## config.mk

```make
export PLATFORM = sky130hd
export DESIGN_NAME = branch_target_predictor
export DESIGN_NICKNAME = d
export VERILOG_FILES = /design/src/rtl/branch_target_predictor.sv
export SDC_FILE = /design/constraint.sdc
export NUM_CORES = 2
export LEC_CHECK = 0
export CAP_MARGIN = 10
export CORE_ASPECT_RATIO = 1.4
export CORE_MARGIN = 5
export CORE_UTILIZATION = 60
export DETAILED_ROUTE_END_ITERATION = 6
export GPL_ROUTABILITY_DRIVEN = 1
export PLACE_DENSITY_LB_ADDON = 0.05
export SYNTH_ARGS = -nofsm -noshare
export SYNTH_HDL_FRONTEND = slang
export SYNTH_SLANG_ARGS = --single-unit
```

## constraint.sdc

```tcl
create_clock -name clk -period 6.4 [get_ports clk]
set_input_delay 1.28 -clock clk [delete_from_list [all_inputs] [get_ports clk]]
set_output_delay 1.28 -clock clk [all_outputs]
set_load 0.01 [all_outputs]
```

## src/rtl/branch_target_predictor.sv

```systemverilog
// Direct-mapped branch target buffer with a 2-bit direction counter per entry.
// Lookup is combinational from fetch PC; updates and statistics come from ID.
module branch_target_predictor #(
  parameter int unsigned ADDR_W   = 32,
  parameter int unsigned ENTRIES  = 16,
  parameter logic [1:0]  CTR_INIT = 2'b01,
  parameter int unsigned CNT_W    = 16
) (
  input  logic              clk,
  input  logic              reset,
  input  logic              enable,
  input  logic [ADDR_W-1:0] pc_f,
  output logic              pred_hit,
  output logic              pred_taken,
  output logic [ADDR_W-1:0] pred_target,
  input  logic              upd_valid,
  input  logic [ADDR_W-1:0] upd_pc,
  input  logic              upd_taken,
  input  logic [ADDR_W-1:0] upd_target,
  input  logic              upd_pred_taken,
  input  logic [ADDR_W-1:0] upd_pred_target,
  input  logic              flush_all,
  output logic              mispredict,
  output logic [CNT_W-1:0]  branch_cnt,
  output logic [CNT_W-1:0]  mispred_cnt
);

  localparam int unsigned IDX_W = $clog2(ENTRIES);
  localparam int unsigned TAG_W = ADDR_W - IDX_W - 2;

  logic              valid_q [ENTRIES];
  logic              valid_d [ENTRIES];
  logic [TAG_W-1:0]  tag_q   [ENTRIES];
  logic [TAG_W-1:0]  tag_d   [ENTRIES];
  logic [ADDR_W-1:0] tgt_q   [ENTRIES];
  logic [ADDR_W-1:0] tgt_d   [ENTRIES];
  logic [1:0]        ctr_q   [ENTRIES];
  logic [1:0]        ctr_d   [ENTRIES];

  logic [CNT_W-1:0]  branch_cnt_q, branch_cnt_d;
  logic [CNT_W-1:0]  mispred_cnt_q, mispred_cnt_d;

  logic [IDX_W-1:0]  f_idx;
  logic [TAG_W-1:0]  f_tag;
  logic [IDX_W-1:0]  u_idx;
  logic [TAG_W-1:0]  u_tag;
  logic              u_hit;
  logic              upd_pc_unused;

  // Byte offset of the resolved PC plays no part in indexing or tagging.
  assign upd_pc_unused = ^upd_pc[1:0];

  assign f_idx = pc_f[IDX_W+1:2];
  assign f_tag = pc_f[ADDR_W-1:IDX_W+2];
  assign u_idx = upd_pc[IDX_W+1:2];
  assign u_tag = upd_pc[ADDR_W-1:IDX_W+2];

  // Lookup sees registered state only; same-cycle updates are not bypassed.
  assign pred_hit    = valid_q[f_idx] && (tag_q[f_idx] == f_tag);
  assign pred_taken  = pred_hit && ctr_q[f_idx][1];
  assign pred_target = pred_taken ? tgt_q[f_idx] : pc_f + ADDR_W'(4);

  assign u_hit = valid_q[u_idx] && (tag_q[u_idx] == u_tag);

  assign mispredict = upd_valid &&
                      ((upd_taken != upd_pred_taken) ||
                       (upd_taken && (upd_target != upd_pred_target)));

  assign branch_cnt  = branch_cnt_q;
  assign mispred_cnt = mispred_cnt_q;

  // Next-state for the BTB array and statistics.
  always_comb begin
    valid_d       = valid_q;
    tag_d         = tag_q;
    tgt_d         = tgt_q;
    ctr_d         = ctr_q;
    branch_cnt_d  = branch_cnt_q;
    mispred_cnt_d = mispred_cnt_q;

    if (flush_all) begin
      for (int i = 0; i < int'(ENTRIES); i++) begin
        valid_d[i] = 1'b0;
      end
    end else if (upd_valid) begin
      if (u_hit) begin
        if (upd_taken) begin
          tgt_d[u_idx] = upd_target;
          if (ctr_q[u_idx] != 2'b11) ctr_d[u_idx] = ctr_q[u_idx] + 2'd1;
        end else begin
          if (ctr_q[u_idx] != 2'b00) ctr_d[u_idx] = ctr_q[u_idx] - 2'd1;
        end
      end else if (upd_taken) begin
        valid_d[u_idx] = 1'b1;
        tag_d[u_idx]   = u_tag;
        tgt_d[u_idx]   = upd_target;
        ctr_d[u_idx]   = 2'b10;
      end
    end

    // Statistics still count during a flush; both saturate.
    if (upd_valid) begin
      if (branch_cnt_q != '1) branch_cnt_d = branch_cnt_q + CNT_W'(1);
      if (mispredict && (mispred_cnt_q != '1)) mispred_cnt_d = mispred_cnt_q + CNT_W'(1);
    end
  end

  always_ff @(posedge clk) begin
    if (reset) begin
      for (int i = 0; i < int'(ENTRIES); i++) begin
        valid_q[i] <= 1'b0;
        tag_q[i]   <= '0;
        tgt_q[i]   <= '0;
        ctr_q[i]   <= CTR_INIT;
      end
      branch_cnt_q  <= '0;
      mispred_cnt_q <= '0;
    end else if (enable) begin
      valid_q       <= valid_d;
      tag_q         <= tag_d;
      tgt_q         <= tgt_d;
      ctr_q         <= ctr_d;
      branch_cnt_q  <= branch_cnt_d;
      mispred_cnt_q <= mispred_cnt_d;
    end
  end

endmodule

```

==> flow_metrics.env <==
export IMPL_setup_tns_ps=0
export IMPL_initial_core_util_pct=60.6
export IMPL_portBuffers=199
export IMPL_ys_flop_type="dfxtp_1"
export IMPL_ctsHoldBuffers=0
export IMPL_root_buffer="clkbuf_16"
export IMPL_synth_area_per_cell_um2=8.85
export IMPL_synthDominantCellAreaShare_pct=40.0
export IMPL_dr_pass1_iters=7
export IMPL_ir_drop_mv=0.258
export IMPL_dieHeight_um=353
export IMPL_globalplace_congestion=0.931
export IMPL_violations="design-rule violations"
export IMPL_drc_errors=5
export IMPL_clkSinkCount=1008
export IMPL_antenna_left=0
export IMPL_grtUsageMet3_pct=8.91
export IMPL_grt_pass1_wl_um=273000
export IMPL_finalClockSkew_ps=35.4
export IMPL_critPathCaptureType="primary output"
export IMPL_yosys_warnings=0
export IMPL_dieArea_um2=90000
export IMPL_finalNetCount=5664
export IMPL_maxSlewHeadroom_pct=19.8
export IMPL_yosys_area_top_type="dfxtp_1"
export IMPL_post_cts_buffers=0
export IMPL_critical_path_required_ps=5120
export IMPL_power_density_nw_per_um2=246
export IMPL_cts_tree="built"
export IMPL_overflow=0
export IMPL_async_flop_share_pct=0
export IMPL_outcome="finished with violations"
export IMPL_use_met1_pct=49.9
export IMPL_dp_hpwl_um=106000
export IMPL_grt_use_met2_pct=61.3
export IMPL_maxCapViolCount=0
export IMPL_top_usage_layer="met2"
export IMPL_syn2layout_area_growth_pct=12.2
export IMPL_setup_viol=0
export IMPL_cts_buffers_inserted=99
export IMPL_yosys_top_cells_area="dfxtp_1 (40%), mux4_2 (17%), a21oi_1 (9.5%), nand2_1 (8.2%), nand3_1 (4.5%)"
export IMPL_period_minus_slack_ps=6210
export IMPL_crit_path_max_fanout=25
export IMPL_grt_antenna_before_repair=18
export IMPL_htree_levels=3
export IMPL_core_area_um2=83200
export IMPL_clockBufferDepth=3
export IMPL_cp_arrival_ps=4930
export IMPL_synth_edf_count=0
export IMPL_vias_per_cell=6.83
export IMPL_slew_viol_final=0
export IMPL_fill_cells=6727
export IMPL_postLayoutSetupSlackWorst_ps=194
export IMPL_clock_latency_ps=710
export IMPL_io_pins=202
export IMPL_fin_crit_sh_pct=97.0
export IMPL_finalPower_w=0.0139
export IMPL_rows=125
export IMPL_grt_pass1_vias=43600
export IMPL_start_kind="input pin"
export IMPL_syn_inst=5702
export IMPL_die_w_um=255
export IMPL_hold_class="register to register"
export IMPL_grt_max_degree=211
export IMPL_dp_cells=6502
export IMPL_tightest_slew_ps=1200
export IMPL_drive_gt1_share_pct=14.7
export IMPL_grtUsageTotal_pct=39.6
export IMPL_ys_ff_latch=1008
export IMPL_ys_types=61
export IMPL_syn_cell_area_um2=50400
export IMPL_cts_resized=0
export IMPL_rsz0062_at_grt="no"
export IMPL_detail_route_wirelength_um=186000
export IMPL_ys_seq_area_share_pct=40.0
export IMPL_fmax_ghz=0.161
export IMPL_vias=45800
export IMPL_wire_per_inst_um=27.7
export IMPL_total_leakage_power_nw=18.3
export IMPL_final_cells=6697
export IMPL_drt_iter0_markers=6586
export IMPL_syn_nets=5842
export IMPL_dp_slack_ps=280
export IMPL_hold_viol_final=0
export IMPL_clkTransAtPathRegs_ps=70
export IMPL_worst_setup_path_type="input pin to primary output"
## Yosys cell counts, drive strengths merged (6+ instances only)
library cell and instances:
a211oi 19, a21oi 959, a221oi 6, a22oi 23, a31oi 7, a41oi 9, and3 10, buf 216
clkbuf 438, dfxtp 1008, inv 18, mux2 43, mux2i 149, mux4 370, nand2 1107, nand2b 22
nand3 455, nand4 22, nor2 108, nor2b 23, nor3 20, nor4 17, o21ai 429, o22a 7
o22ai 8, or2 9, or3 15, xnor2 68, xor2 65
## metal layers
| metal | wire, um | up-vias | share of wire (%) |
|---|---|---|---|
| li1 | - | 19800 | - |
| met1 | 64900 | 22100 | 35 |
| met2 | 84600 | 3031 | 46 |
| met3 | 21400 | 786 | 12 |
| met4 | 14600 | 10 | 7.9 |
| met5 | 66 | - | 0.036 |
## worst paths after layout
| path | startpoint | endpoint | slack [ps] | depth (start not counted) |
|---|---|---|---|---|
| max | pc_f[2] | pred_target[30] | 190 | 13 |
| max reg2reg | tag_q[73] | tag_q[124] | 2470 | 11 |
| min reg2reg | tgt_q[387] | tgt_q[387] | 450 | 2 |
| min | tgt_q[387] | tgt_q[387] | 450 | 2 |
## stage by stage
stage	hold WS [ps]	util [%]	area (um2)
after floorplan	433	-	50400
after global placement	438	63.6	52900
after detailed placement	443	63.6	52900
after CTS	452	68.0	56600
after global routing	462	68.0	56600
final	451	68.0	56600
## state kept, by name (all words and copies together) (netlist names)
name         count
tag_q          416
valid_q         16
mispred_cnt     16
ctr_q           32
branch_cnt      16
tgt_q          512
## where the power goes
part           total [W]  leakage, nW  switching (W)  internal, W
combinational   0.000992         8.43       0.000643     0.000350
clock            0.00661         1.80        0.00270      0.00391
sequential       0.00630         8.12      0.0000105      0.00629
## final cells by class
cell class	instances	area, um2	share of cell area [%]
Timing Repair Buffer	375	3830	6.77
Clock buffer	131	2800	4.94
Tap cell	1079	1350	2.39
Multi-Input combinational cell	4022	27500	48.5
Clock inverter	55	878	1.55
Inverter	18	67.6	0.119
Sequential cell	1008	20200	35.7
Antenna cell	9	22.5	0.0398
## cells in the final DEF (no fill, tap or decap), types with 14 or more instances in the layout
cell / netlist / layout
nand2_1: 1107 / 1093
dfxtp_1: 1008 / 1008
a21oi_1: 959 / 959
nand3_1: 455 / 453
o21ai_0: 399 / 399
mux4_2: 370 / 370
clkdlybuf4s50_1: 0 / 190
mux2i_1: 149 / 149
buf_4: 16 / 136
clkbuf_16: 0 / 99
nor2_1: 108 / 96
xnor2_1: 68 / 68
xor2_1: 65 / 65
mux2_2: 43 / 43
buf_12: 0 / 41
o21ai_1: 30 / 30
nor2b_1: 23 / 23
a22oi_1: 23 / 23
nand2b_1: 22 / 22
nand4_1: 20 / 20
bufinv_16: 0 / 20
clkbuf_8: 0 / 20
a211oi_1: 19 / 19
clkinv_2: 0 / 19
inv_1: 17 / 17
nor4_1: 16 / 16
nor3_1: 19 / 15
nand2_4: 0 / 14
or3_1: 15 / 14
## kinds of logic (layout without fill, tap and decap cells)
family                     Yosys count  in the layout  share of synthesized area (%)
AOI/OAI and AO/OA                 1489           1489                           15.4
xor gates and xnor gates           133            133                           2.31
adders and majority gates            5              5                          0.124
buffers and inverters              672            579                           6.00
DFF                               1008           1008                           40.0
muxes                              562            562                           20.4
other                                0              9                              0
and+or+nand+nor                   1833           1833                           15.7
## worst max-delay path, cell delays in order
cell	delay (ps)
buf_8	160
buf_12	220
mux4_2	510
nor2b_1	150
a211oi_1	310
a21oi_1	160
xnor2_1	330
nand4_1	140
nor4_1	180
nand4b_1	270
buf_12	290
mux2_2	330
clkdlybuf4s50_1	560
(Power assumes the default switching activity.)
